==> src/rtl/cpu_types_pkg.sv <==
// ============================================================================
// Module  : cpu_types_pkg
// Brief   : Shared CPU/memory-side types: RAM status, arbiter states, word width.
// Revision: 1.0 - initial release
// ============================================================================
`default_nettype none

package cpu_types_pkg;

    localparam int WORD_W = 32;

    typedef enum logic [1:0] {
        FREE   = 2'd0,
        BUSY   = 2'd1,
        ACCESS = 2'd2,
        ERROR  = 2'd3
    } ramstate_t;

    typedef enum logic [1:0] {
        IDLE   = 2'd0,
        DGRANT = 2'd1,
        IGRANT = 2'd2
    } arb_state_t;

endpackage

`default_nettype wire

==> src/rtl/arb_streak_ctr.sv <==
// ============================================================================
// Module  : arb_streak_ctr
// Brief   : Saturating count of consecutive dcache grants taken while the icache waits.
// Revision: 1.0 - initial release
// ============================================================================
`default_nettype none

module arb_streak_ctr #(
    parameter int MAX = 4,
    parameter int W   = 3
) (
    input  logic clk,
    input  logic rst,
    input  logic i_clr,
    input  logic i_inc,
    output logic o_sat
);

    logic [W-1:0] r_cnt;

    always_ff @(posedge clk) begin
        if (rst) begin
            r_cnt <= '0;
        end else if (i_clr) begin
            r_cnt <= '0;
        end else if (i_inc && (r_cnt != W'(MAX))) begin
            r_cnt <= r_cnt + W'(1);
        end
    end

    assign o_sat = (r_cnt == W'(MAX));

endmodule

`default_nettype wire

==> src/rtl/mem_arbiter.sv <==
// ============================================================================
// Module  : mem_arbiter
// Brief   : dcache/icache arbiter onto one RAM port; dcache priority, burst hold,
//           bounded icache starvation.
// Revision: 1.0 - initial release
// ============================================================================
`default_nettype none

module mem_arbiter
    import cpu_types_pkg::*;
#(
    parameter int BURST_LEN    = 2,
    parameter int D_STREAK_MAX = 4
) (
    input  logic              CLK,
    input  logic              RST,
    input  logic              dREN,
    input  logic              dWEN,
    input  logic [WORD_W-1:0] daddr,
    input  logic [WORD_W-1:0] dstore,
    output logic [WORD_W-1:0] dload,
    output logic              dwait,
    input  logic              iREN,
    input  logic [WORD_W-1:0] iaddr,
    output logic [WORD_W-1:0] iload,
    output logic              iwait,
    output logic              ramREN,
    output logic              ramWEN,
    output logic [WORD_W-1:0] ramaddr,
    output logic [WORD_W-1:0] ramstore,
    input  logic [WORD_W-1:0] ramload,
    input  logic [1:0]        ramstate,
    output logic              ram_err
);

    localparam int CNT_W    = (BURST_LEN > 1) ? $clog2(BURST_LEN) : 1;
    localparam int STREAK_W = $clog2(D_STREAK_MAX + 1);

    arb_state_t         r_state;
    arb_state_t         w_state_nxt;
    logic [CNT_W-1:0]   r_word_cnt;
    logic [CNT_W-1:0]   w_word_cnt_nxt;
    logic               r_ram_err;
    logic               w_streak_clr;
    logic               w_streak_inc;
    logic               w_streak_sat;
    logic               w_dreq;
    logic               w_access;

    assign w_dreq   = dREN | dWEN;
    assign w_access = (ramstate == ACCESS);
    assign ram_err  = r_ram_err;

    arb_streak_ctr #(
        .MAX (D_STREAK_MAX),
        .W   (STREAK_W)
    ) u_streak (
        .clk   (CLK),
        .rst   (RST),
        .i_clr (w_streak_clr),
        .i_inc (w_streak_inc),
        .o_sat (w_streak_sat)
    );

    always_ff @(posedge CLK) begin
        if (RST) begin
            r_state    <= IDLE;
            r_word_cnt <= '0;
            r_ram_err  <= 1'b0;
        end else begin
            r_state    <= w_state_nxt;
            r_word_cnt <= w_word_cnt_nxt;
            if ((r_state != IDLE) && (ramstate == ERROR)) begin
                r_ram_err <= 1'b1;
            end
        end
    end

    always_comb begin
        w_state_nxt    = r_state;
        w_word_cnt_nxt = r_word_cnt;
        w_streak_clr   = 1'b0;
        w_streak_inc   = 1'b0;
        ramREN         = 1'b0;
        ramWEN         = 1'b0;
        ramaddr        = '0;
        ramstore       = '0;
        dwait          = 1'b1;
        iwait          = 1'b1;
        dload          = ramload;
        iload          = ramload;

        case (r_state)
            IDLE: begin
                // A saturated streak with the icache waiting hands the next slot to the icache.
                if (w_dreq && !(iREN && w_streak_sat)) begin
                    w_state_nxt  = DGRANT;
                    w_streak_inc = iREN;
                    w_streak_clr = ~iREN;
                end else if (iREN) begin
                    w_state_nxt  = IGRANT;
                    w_streak_clr = 1'b1;
                end
            end
            DGRANT: begin
                ramaddr  = daddr;
                ramstore = dstore;
                dwait    = ~w_access;
                if (!w_dreq) begin
                    w_state_nxt    = IDLE;
                    w_word_cnt_nxt = '0;
                end else begin
                    ramWEN = dWEN;
                    ramREN = dREN & ~dWEN;
                    if (w_access) begin
                        if (r_word_cnt == CNT_W'(BURST_LEN - 1)) begin
                            w_state_nxt    = IDLE;
                            w_word_cnt_nxt = '0;
                        end else begin
                            w_word_cnt_nxt = r_word_cnt + CNT_W'(1);
                        end
                    end
                end
            end
            IGRANT: begin
                ramREN  = iREN;
                ramaddr = iaddr;
                iwait   = ~w_access;
                if (w_access || !iREN) begin
                    w_state_nxt = IDLE;
                end
            end
            default: begin
                w_state_nxt = IDLE;
            end
        endcase
    end

endmodule

`default_nettype wire

==> config.mk <==
export PLATFORM = sky130hd
export DESIGN_NAME = mem_arbiter
export DESIGN_NICKNAME = d
export VERILOG_FILES = /design/src/rtl/cpu_types_pkg.sv /design/src/rtl/arb_streak_ctr.sv /design/src/rtl/mem_arbiter.sv
export SDC_FILE = /design/constraint.sdc
export NUM_CORES = 1
export LEC_CHECK = 0
export ABC_AREA = 1
export BUFFER_PORTS_ARGS = -buffer_cell sky130_fd_sc_hd__buf_2
export CAP_MARGIN = 30
export CELL_PAD_IN_SITES_DETAIL_PLACEMENT = 0
export CELL_PAD_IN_SITES_GLOBAL_PLACEMENT = 1
export CORE_MARGIN = 1
export CORE_UTILIZATION = 16
export CTS_BUF_LIST = sky130_fd_sc_hd__clkbuf_16
export DETAILED_ROUTE_END_ITERATION = 10
export PLACE_DENSITY = 0.82
export SLEW_MARGIN = 5
export SYNTH_ARGS = -nofsm -noshare
export SYNTH_HDL_FRONTEND = slang
export SYNTH_HIERARCHICAL = 1
export SYNTH_SLANG_ARGS = --single-unit
export TNS_END_PERCENT = 50
==> constraint.sdc <==
create_clock -name CLK -period 2 [get_ports CLK]
set_input_delay 0.2 -clock CLK [delete_from_list [all_inputs] [get_ports CLK]]
set_output_delay 0.2 -clock CLK [all_outputs]
set_load 0.03 [all_outputs]
==> metrics.yaml <==
holdBufCountCts: 0
antenna_found_initial: 0
cp-start-kind: "register"
diodes: 0
r2r_slack_ps: 290
drtIter0Drc: 84
ant_nets: 0
rsz0062_at_grt: "false"
place_inst: 560
io_pins: 268
finalCriticalPeriod_ps: 1830
n_fill_cell: 1270
syn_nets: 468
finalHoldViolations: 0
final_util: 0.224
crit_arrival_ps: 1630
post_cts_resize_count: 0
synthesis.area_um2: 1750
cts_sinks: 7
fin_nets: 571
cap_violations: 0
grt_pass1_wl_mm: 9.77
synth-seq-area-share: 0.0802
die_h_um: 107
crit_path_end_kind: "output port"
crit_type: "register to output port"
cts_buffer_depth: 2
fmax_ghz: 0.546
clk-insertion-delay-late_ps: 230
clock-root-buffer: "clkbuf_16"
vias: 2142
clock_skew_ps: 3.30
setup_viol: 0
gp_congestion: 0.749
cts.clk_slew.worst_paths_ps: 40
hpwl_mm: 5.84
postCtsSetupBuffers: 0
routed_wl_mm: 6.98
ys_seq_elements: 7
cts_made_buffers: 3
max-slew-margin-rel: 0.812
placed_area_um2: 2270
htreeDepth: 1
hold_path_class: "primary input to register"
avgSynthCellArea_um2: 5.36
io_buffer_count: 171
finalCritPeriodShare: 0.917
worst_pin_slew_ps: 282
area_delta_synth_final_pct: 34.2
post-route-drc-count: 0
worstPathMaxFanout: 27
die_width_um: 107
wl_per_cell_um: 12.4
fin_tns_setup_ps: 0
ys.warnings.count: 6
die-area_um2: 11300
fin_cells: 564
cts_tree: "done"
viasPerCell: 3.80
max-vdd-ir-drop_uv: 477
crit_required_ps: 1800
layout-drive-gt1-share: 0.444
status: "complete, no violations"
num_rows: 37
coreArea_um2: 10500
overflow: 0
postSynthCellCount: 326
finalMaxSlewViolations: 0
grt_use_total: 0.110
design_area_um2: 2350
synth_cell_types: 17
grt_start_max_net_pins: 43
start_util: 0.167
p_per_area_nw_per_um2: 1300
grt_pass1_vias: 1837
firstDrtPassIters: 4
leakagePower_nw: 1.58
-- worst paths after layout --
path | start | endpoint | cells past startpoint
setup reg to reg | u_streak/r_cnt[0]$_SDFFE_PP0P_ | u_streak/r_cnt[2]$_SDFFE_PP0P_ | 12
hold reg to reg | ram_err$_SDFFE_PP0P_ | ram_err$_SDFFE_PP0P_ | 2
setup / recovery | r_state[1]$_SDFFE_PP0P_ | ramaddr[3] | 6
hold / removal | RST | r_word_cnt$_SDFFE_PP0P_ | 2
-- state kept, by name, indices dropped and copies added, names as in the netlist --
name and flops:
ram_err 1, u_streak/r_cnt 3, r_state 2, r_word_cnt 1
-- report_power, final --
group,switching [mW],internal [mW]
registers,0.0214,0.175
clock network,0.0790,0.263
logic,1.82,0.693
total,1.92,1.13
-- stage by stage --
| step | hold WS (ps) | setup slack, ps | power, mW |
|---|---|---|---|
| 2_1_floorplan | 272 | 402 | 2.20 |
| 3_3_place_gp | 400 | 312 | 2.77 |
| 3_5_place_dp | 400 | 305 | 2.75 |
| 4_1_cts | 194 | 123 | 3.13 |
| 5_1_grt | 208 | 12.7 | 3.31 |
| 6_report | 192 | 167 | 3.05 |
-- cells in the final DEF, fill, tap and decap left out, drive strengths merged --
| master | netlist | final |
|---|---|---|
| nor2 | 16 | 16 |
| clkinv | 0 | 1 |
| a31oi | 1 | 1 |
| dfxtp | 7 | 7 |
| a21boi | 1 | 1 |
| nand2 | 121 | 121 |
| ha | 7 | 7 |
| buf | 79 | 177 |
| inv | 54 | 54 |
| a21oi | 36 | 36 |
| nand3 | 3 | 3 |
| clkbuf | 0 | 3 |
| o21ai | 1 | 1 |
-- area by class of cell --
| type | instances | area, um2 | share of cell area |
|---|---|---|---|
| Tap cell | 136 | 170 | 0.0725 |
| Multi-Input combinational cell | 186 | 840 | 0.358 |
| Timing Repair Buffer | 177 | 913 | 0.389 |
| Sequential cell | 7 | 140 | 0.0597 |
| Clock buffer | 3 | 75.1 | 0.0320 |
| Clock inverter | 1 | 5.00 | 0.00213 |
| Inverter | 54 | 203 | 0.0864 |
-- Yosys cell counts --
master,count,area [um2]
a21boi_2,1,11.3
a21oi_1,36,180
a31oi_1,1,6.26
buf_1,3,11.3
buf_2,7,35.0
buf_4,68,510
buf_6,1,11.3
dfxtp_1,7,140
ha_1,7,87.6
inv_1,52,195
inv_2,2,7.51
nand2_1,116,435
nand2_2,4,25.0
nand2_4,1,11.3
nand3_1,3,15.0
nor2_1,16,60.1
o21ai_1,1,5.00
-- layer usage --
layer | vias to the layer above | GRT usage | wire length, um
li1 | 1097 | - | -
met1 | 925 | 0.126 | 2690
met2 | 116 | 0.206 | 3620
met3 | 4 | 0.0258 | 642
met4 | 0 | 0.0254 | 27
met5 | - | 0 | 0
-- critical path: stages (launching register included) --
cell,delay (ps)
dfxtp_1,310
inv_1,100
ha_2,210
buf_4,290
nand2_1,80
a21oi_1,170
buf_2,220
-- logic make-up (layout without fill, tap and decap cells) --
| family | count (synthesis) | count (layout) | synth area share |
|---|---|---|---|
| simple gates | 140 | 140 | 0.313 |
| buf+inv | 133 | 235 | 0.441 |
| compound gates | 39 | 39 | 0.116 |
| fa+ha+maj | 7 | 7 | 0.0501 |
| flops | 7 | 7 | 0.0802 |
Power figures use the tool's default switching activity.
